===== config.mk =====
export PLATFORM = sky130hd
export DESIGN_NAME = stack_feeder
export DESIGN_NICKNAME = d
export VERILOG_FILES = /design/src/rtl/stack_feeder.sv
export SDC_FILE = /design/constraint.sdc
export NUM_CORES = 1
export LEC_CHECK = 0
export BUFFER_PORTS_ARGS = -buffer_cell sky130_fd_sc_hd__buf_4
export CAP_MARGIN = 20
export CORE_MARGIN = 3
export CORE_UTILIZATION = 60
export DETAILED_ROUTE_END_ITERATION = 10
export PLACE_DENSITY = 0.87
export SLEW_MARGIN = 20
export SYNTH_ARGS = -nofsm -noshare
export SYNTH_HDL_FRONTEND = slang
export SYNTH_SLANG_ARGS = --single-unit

===== constraint.sdc =====
create_clock -name clk -period 4 [get_ports clk]
set_clock_uncertainty 0.1 [all_clocks]
set_input_delay 0.8 -clock clk [delete_from_list [all_inputs] [get_ports clk]]
set_output_delay 0.8 -clock clk [all_outputs]
set_load 0.02 [all_outputs]

===== src/rtl/stack_feeder.sv =====
// Program-nibble buffer that replays a loaded program onto a stack CPU inbits bus.
// Define STACK_FEEDER_LOOP_EN for looping playback; single-shot otherwise.
module stack_feeder #(
  parameter int DEPTH = 16
) (
  input  logic       clk,
  input  logic       rst_n,
  input  logic       load_valid,
  input  logic [3:0] load_data,
  output logic       load_ready,
  input  logic       clear,
  input  logic       run,
  input  logic       abort,
  output logic [3:0] out_nibble,
  output logic       busy,
  output logic       done
);

  localparam int AW = (DEPTH > 1) ? $clog2(DEPTH) : 1;
  localparam logic [4:0] DEPTH5 = 5'(DEPTH);

  typedef enum logic [1:0] {IDLE, OPCODE, HOLD, DONE} state_t;

  state_t     state;
  logic [4:0] count;
  logic [4:0] pc;
  logic       hold_extra;
  logic [3:0] mem [DEPTH];

  logic       do_clear;
  logic       do_run;
  logic       do_load;
  logic [4:0] pc_plus1;
  logic [4:0] pc_plus2;
  logic [3:0] cur_nibble;
  logic [3:0] operand;
  logic       not_full;

  // clear outranks run, and run outranks a same-cycle load
  always_comb begin
    do_clear   = 1'b0;
    do_run     = 1'b0;
    do_load    = 1'b0;
    pc_plus1   = pc + 5'd1;
    pc_plus2   = pc + 5'd2;
    cur_nibble = mem[pc[AW-1:0]];
    operand    = 4'h0;
    not_full   = (count < DEPTH5);
    if (state == IDLE) begin
      do_clear = clear;
      do_run   = !clear && run && (count != 5'd0);
      do_load  = !clear && !do_run && load_valid && load_ready;
    end
    if (pc_plus1 != count) begin
      operand = mem[pc_plus1[AW-1:0]];
    end
  end

  // memory is deliberately left out of reset so programs survive it
  always_ff @(posedge clk) begin
    if (do_load) begin
      mem[count[AW-1:0]] <= load_data;
    end
  end

  always_ff @(posedge clk or negedge rst_n) begin
    if (!rst_n) begin
      state      <= IDLE;
      count      <= 5'd0;
      pc         <= 5'd0;
      hold_extra <= 1'b0;
      out_nibble <= 4'h0;
      busy       <= 1'b0;
      done       <= 1'b0;
      load_ready <= 1'b1;
    end else begin
      done <= 1'b0;
      case (state)
        IDLE: begin
          if (do_clear) begin
            count      <= 5'd0;
            load_ready <= 1'b1;
          end else if (do_run) begin
            state      <= OPCODE;
            pc         <= 5'd0;
            out_nibble <= mem[0];
            busy       <= 1'b1;
            load_ready <= 1'b0;
          end else if (do_load) begin
            count      <= count + 5'd1;
            load_ready <= ((count + 5'd1) < DEPTH5);
          end
        end

        OPCODE: begin
          if (abort) begin
            state      <= IDLE;
            out_nibble <= 4'h0;
            busy       <= 1'b0;
            hold_extra <= 1'b0;
            load_ready <= not_full;
          end else begin
            state <= HOLD;
            if (cur_nibble == 4'h1) begin
              out_nibble <= operand;
              hold_extra <= 1'b1;
              pc         <= pc_plus2;
            end else if (cur_nibble == 4'h2) begin
              out_nibble <= 4'h0;
              hold_extra <= 1'b1;
              pc         <= pc_plus1;
            end else begin
              out_nibble <= 4'h0;
              hold_extra <= 1'b0;
              pc         <= pc_plus1;
            end
          end
        end

        HOLD: begin
          if (abort) begin
            state      <= IDLE;
            out_nibble <= 4'h0;
            busy       <= 1'b0;
            hold_extra <= 1'b0;
            load_ready <= not_full;
          end else if (hold_extra) begin
            hold_extra <= 1'b0;
          end else if (pc < count) begin
            state      <= OPCODE;
            out_nibble <= cur_nibble;
          end else begin
`ifdef STACK_FEEDER_LOOP_EN
            state      <= OPCODE;
            pc         <= 5'd0;
            out_nibble <= mem[0];
            done       <= 1'b1;
`else
            state      <= DONE;
            out_nibble <= 4'h0;
            busy       <= 1'b0;
            done       <= 1'b1;
`endif
          end
        end

        DONE: begin
          state      <= IDLE;
          out_nibble <= 4'h0;
          busy       <= 1'b0;
          load_ready <= not_full;
        end

        default: begin
          state      <= IDLE;
          out_nibble <= 4'h0;
          busy       <= 1'b0;
          load_ready <= not_full;
        end
      endcase
    end
  end

endmodule


# Word level (Yosys, flattened, before mapping)

Memory sizes are Yosys's and may differ from the RTL's.
Cells that the tools add are included.

$add $sub $neg: 3
Magnitude comparators: 3
Equal/unequal tests: 15
Muxes and demuxes: 49
Reduce and logical (&&, ||, !) cells: 18

Operators with widths:

| kind                | count |
|---|---|
| $mux 5              | 7 |
| $mux 4              | 8 |
| $mux 1              | 22 |
| $pmux 4 s4          | 1 |
| $mux 2              | 6 |
| $add 5x1->5 const B | 2 |
| $lt 5x5->1 const B  | 2 |
| $ne 2x2->1 const B  | 5 |
| $pmux 5 s2          | 1 |
| $pmux 2 s4          | 1 |
| $ne 3x3->1 const B  | 2 |
| $reduce_and 3->1    | 2 |
| $reduce_bool 2->1   | 3 |
| $add 5x2->5 const B | 1 |
| $logic_and 1x1->1   | 5 |
| $lt 5x5->1          | 1 |
| $ne 5x5->1          | 1 |
| $reduce_and 5->1    | 1 |
| $reduce_bool 5->1   | 1 |
| $eq 2x2->1 const B  | 2 |
| $eq 4x1->1 const B  | 1 |
| $eq 4x2->1 const B  | 1 |
| $ne 4x4->1 const B  | 1 |
| $pmux 1 s4          | 1 |
| other kinds (9)     | 10 |

Flip-flop bits (word level): 20
Bits in writable memories: 64
Input bits: 10
Output and inout port bits: 7
Word-level logic and storage cells: 97
Memories: 1

Memory list:

| name | words | bits a word | rd ports | clocked after Yosys merged registers in | write ports | line | text |
|---|---|---|---|---|---|---|---|
| mem  | 16    | 4           | 3        | 0                                       | 1           | 28   | `logic [3:0] mem [DEPTH];` |

# Logic depth before layout (Yosys ltp)

Depth after elaboration: 12
Mapped depth: 12
Depth with buffers taken out: 9

# Least setup slack after synthesis

Ideal clock, no wire load.

Path type: register to register
From: register pc[1]
To: register out_nibble[0]
Setup time: 0.135 ns
Data arrival time: 2.574 ns
Data required time: 3.765 ns
Setup slack: 1.192 ns
Stages on the path, launching flop included: 8
Buffers on the path: 2
Period minus slack after synthesis: 2.808 ns
Cells stage by stage: dfrtp_1 ha_1 buf_2 buf_1 mux4_2 mux4_2 nand2_1 a31oi_1

Cells in the longest elaborated chain, start to end: 6
Elaborated cells on any way between the ends: 12
Classes of those cells: add/sub: 1; order compare: 1; eq/ne: 2; mux: 7; memory: 1

RTL lines:

| what                                       | line | text |
|---|---|---|
| from (decl)                                | 26   | `logic [4:0] pc;` |
| from (signal assigned)                     | 107  | `pc <= pc_plus2;` |
| from (signal assigned)                     | 111  | `pc <= pc_plus1;` |
| from (signal assigned)                     | 115  | `pc <= pc_plus1;` |
| $add 5x1->5                                | 44   | `pc_plus1 = pc + 5'd1;` |
| $mem_v2 16x4 or $ne 5x5->1 (tied branches) | n/a  |  |
| $mux 4                                     | 54   | `if (pc_plus1 != count) begin` |
| $mux 4                                     | 104  | `if (cur_nibble == 4'h1) begin` |
| $mux 4                                     | 96   | `if (abort) begin` |
| $pmux 4 s4 (*)                             | 78   | `case (state)` |
| to (signal assigned)                       | 86   | `out_nibble <= mem[0];` |
| to (signal assigned)                       | 105  | `out_nibble <= operand;` |
| to (signal assigned)                       | 131  | `out_nibble <= cur_nibble;` |
| to (decl)                                  | 14   | `output logic [3:0] out_nibble,` |

Mark *: on every way between the ends. The rest lies on a longest branch, timed or not. The select of a mux whose other input is x is not followed.
A chain may end at the register's enable or synchronous reset.

# Final worst setup path

From: register count[1]
To: memory mem[1][2] (enable)

Cells in the longest elaborated chain, start to end: 9

RTL lines:

| what                            | line | text |
|---|---|---|
| from (decl)                     | 25   | `logic [4:0] count;` |
| from (signal assigned)          | 90   | `count <= count + 5'd1;` |
| $reduce_bool 5->1               | 51   | `do_run = !clear && run && (count != 5'd0);` |
| $logic_and 1x1->1               | 51   |  |
| $logic_not 1->1                 | 52   | `do_load = !clear && !do_run && load_valid && load_ready;` |
| $logic_and 1x1->1 (3 in series) | 52   |  |
| $mux 1                          | 49   | `if (state == IDLE) begin` |
| $mux 1                          | 61   | `if (do_load) begin` |
| $mux 1 (not written as such)    | 62   | `mem[count[AW-1:0]] <= load_data;` |
| to (decl)                       | 28   |  |

Parallel ways exist; a longest one is shown, timed or not.

==> flow_summary.ini <==
[synth]
synthArstFlopShare_pct = 23.8
synth_fp_nets = 341
avgSynthCellArea_um2 = 14.2
ys.flop_type = edfxtp_1
synth_seq_area_share_pct = 54.0
synth_enable_flop_cells = 64
synth_cells = 316
yosysUniqueCellTypes = 45
netlist_area_um2 = 4490
ys_ff_latch = 84
yosys_warnings = 0

[cts]
clkLatencyLatePin_ps = 360
clkTransAtPathRegs_ps = 90
numCtsBuffers = 9
cts_hold_buf = 0
cts_sinks = 84
cts_resized = 0
htree_levels = 3
root_buffer = clkbuf_8
cts_setup_buffers = 0
cts_tree = built
clockBufferDepth = 2

[sta]
period_share_pct = 91.1
post-route-min-period_ps = 3640
finalHoldViolations = 0
worst_pin_slew_ps = 1150
tns_ps = 0
max_slew_margin_pct = 22.3
rsz0062_at_grt = no
fmax_ghz = 0.274
setup_viol = 0
drv_slew = 0

[drt]
drtPass1Iterations = 5
wirelength_mm = 10.1
wl_per_cell_um = 23.4
postRouteAntennaNets = 0
vias = 2947
drt_iter0_markers = 306
drc = 0
vias_per_cell = 6.85

[power]
p_per_area_nw_per_um2 = 635
ir_drop_uv = 290
leakage_nw = 1.76

[global_route]
grt.total_usage_pct = 25.1
antenna_found_initial = 0
grt_pass1_vias = 2830
grt-ovfl-total = 0
grt_pass1_wl_mm = 15.7
grt_max_degree = 39

[floorplan]
io_pins = 17
die_w_um = 92.5
core-area_um2 = 7020
row_count = 30
fp.dieH_um = 92.5
dieArea_um2 = 8550
start_util_pct = 63.9

[critical_path]
crit_type = reg -> reg
critPathLaunchType = register
end_kind = register
critPathMaxFanout = 8
timing.rr.start = count[1]
rr_worst_depth = 7
worst-endpoint-arrival_ps = 3520
r2r_slack_ps = 360
r2r_end = mem[1][2]
crit_required_ps = 3870

[cells_and_area]
nets = 354
drive_above_1_share_pct = 19.8
layout_common_cells = 64 x edfxtp_1, 27 x mux4_2, 23 x nand2_1
fill_cells = 471
finalNonFillerCells = 430
syn2layout_area_growth_pct = 8.42
layout_commonest_cell = edfxtp_1
insertedDiodeCount = 0

[worst_hold_path]
hold_path_class = in -> async

[placement]
dp_cells = 414
io_buffer_count = 16
hpwl_mm = 7.36
gp_congestion = 0.923

[outcome]
status = finished, final reports clean

[flow_run]
max_cap_viol_count = 0
[logic make-up after synthesis]
logic type / after synthesis / share of synthesized area (%)
buf+inv: 36 / 3.62
mux: 39 / 19.5
compound gates: 47 / 6.86
xor+xnor: 11 / 2.15
flops: 84 / 54.0
fa+ha+maj: 15 / 4.18
simple gates: 84 / 9.67
[per-stage QoR]
| stage | power, mW | setup WS (ps) | area (µm²) | hold WS [ps] | util [%] |
|---|---|---|---|---|---|
| 2_1_floorplan | 2.20 | 1190 | 4490 | 325 | - |
| 3_3_place_gp | 2.46 | 588 | 4670 | 346 | 66.5 |
| 3_5_place_dp | 2.49 | 416 | 4670 | 362 | 66.5 |
| 4_1_cts | 3.09 | 386 | 4870 | 198 | 69.3 |
| 5_1_grt | 3.26 | 204 | 4870 | 206 | 69.3 |
| 6_report | 3.09 | 355 | 4870 | 200 | 69.3 |
[worst max path at each step]
stage | startpoint | to | slack [ps]
after floorplan | pc[1] | out_nibble[0] | 1190
after global placement | count[1] | mem[1][2] | 590
after detailed placement | count[1] | mem[1][1] | 420
after CTS | count[1] | mem[1][2] | 390
after global routing | count[1] | mem[1][3] | 200
final | count[1] | mem[1][2] | 360
[registers in the layout, summed over array words and instances, names as in the netlist]
name,count
done,1
out_nibble,4
mem,64
pc,5
hold_extra,1
state,2
busy,1
count,5
load_ready,1
[metal layers]
| metal | global-route usage (%) | part of all wire, % | vias up |
|---|---|---|---|
| li1 | - | - | 1257 |
| met4 | 13.4 | 3.8 | 0 |
| met5 | 0 | 0 | - |
| met1 | 35.0 | 38 | 1446 |
| met2 | 38.1 | 48 | 206 |
| met3 | 4.55 | 9.8 | 38 |
[synthesized netlist by cell type (all sizes together), types with 3 or more instances]
library cell	number	area [µm²]
edfxtp	64	1920
mux4	36	845
nand2	23	86.3
dfrtp	19	475
inv	19	71.3
nor2	18	67.6
ha	15	188
a21oi	12	60.1
clkbuf	9	33.8
o21ai	9	45.0
a22oi	8	70.1
buf	7	53.8
nor3	7	35.0
nor2b	6	37.5
nor4	6	37.5
xnor2	6	52.6
nand3	5	25.0
xor2	5	43.8
a31oi	4	25.0
nor3b	4	30.0
a211oi	3	22.5
and2	3	18.8
and3	3	18.8
o21a	3	22.5
[critical path, cell delays in order, from the launching register on]
cell and delay (ps):
dfrtp_1 460, inv_1 170, ha_1 190, nand2b_1 150
o31ai_1 410, nor3b_1 420, nand3_1 390, nor4_1 980
[report_power, final]
part | internal, mW | switching (mW)
registers | 1.01 | 0.0936
logic | 0.696 | 0.691
clock network | 0.293 | 0.312
total | 2.00 | 1.10
[area by class of cell]
cell class,instances,area (µm²),area share [%]
timing repair buffer,18,148,3.03
multi-input combinational,196,1900,39.1
sequential,84,2420,49.8
clock inverter,7,73.8,1.52
clock buffer,9,124,2.55
tap,96,120,2.47
inverter,20,75.1,1.54
No activity file was read; power rests on OpenSTA's default activity.
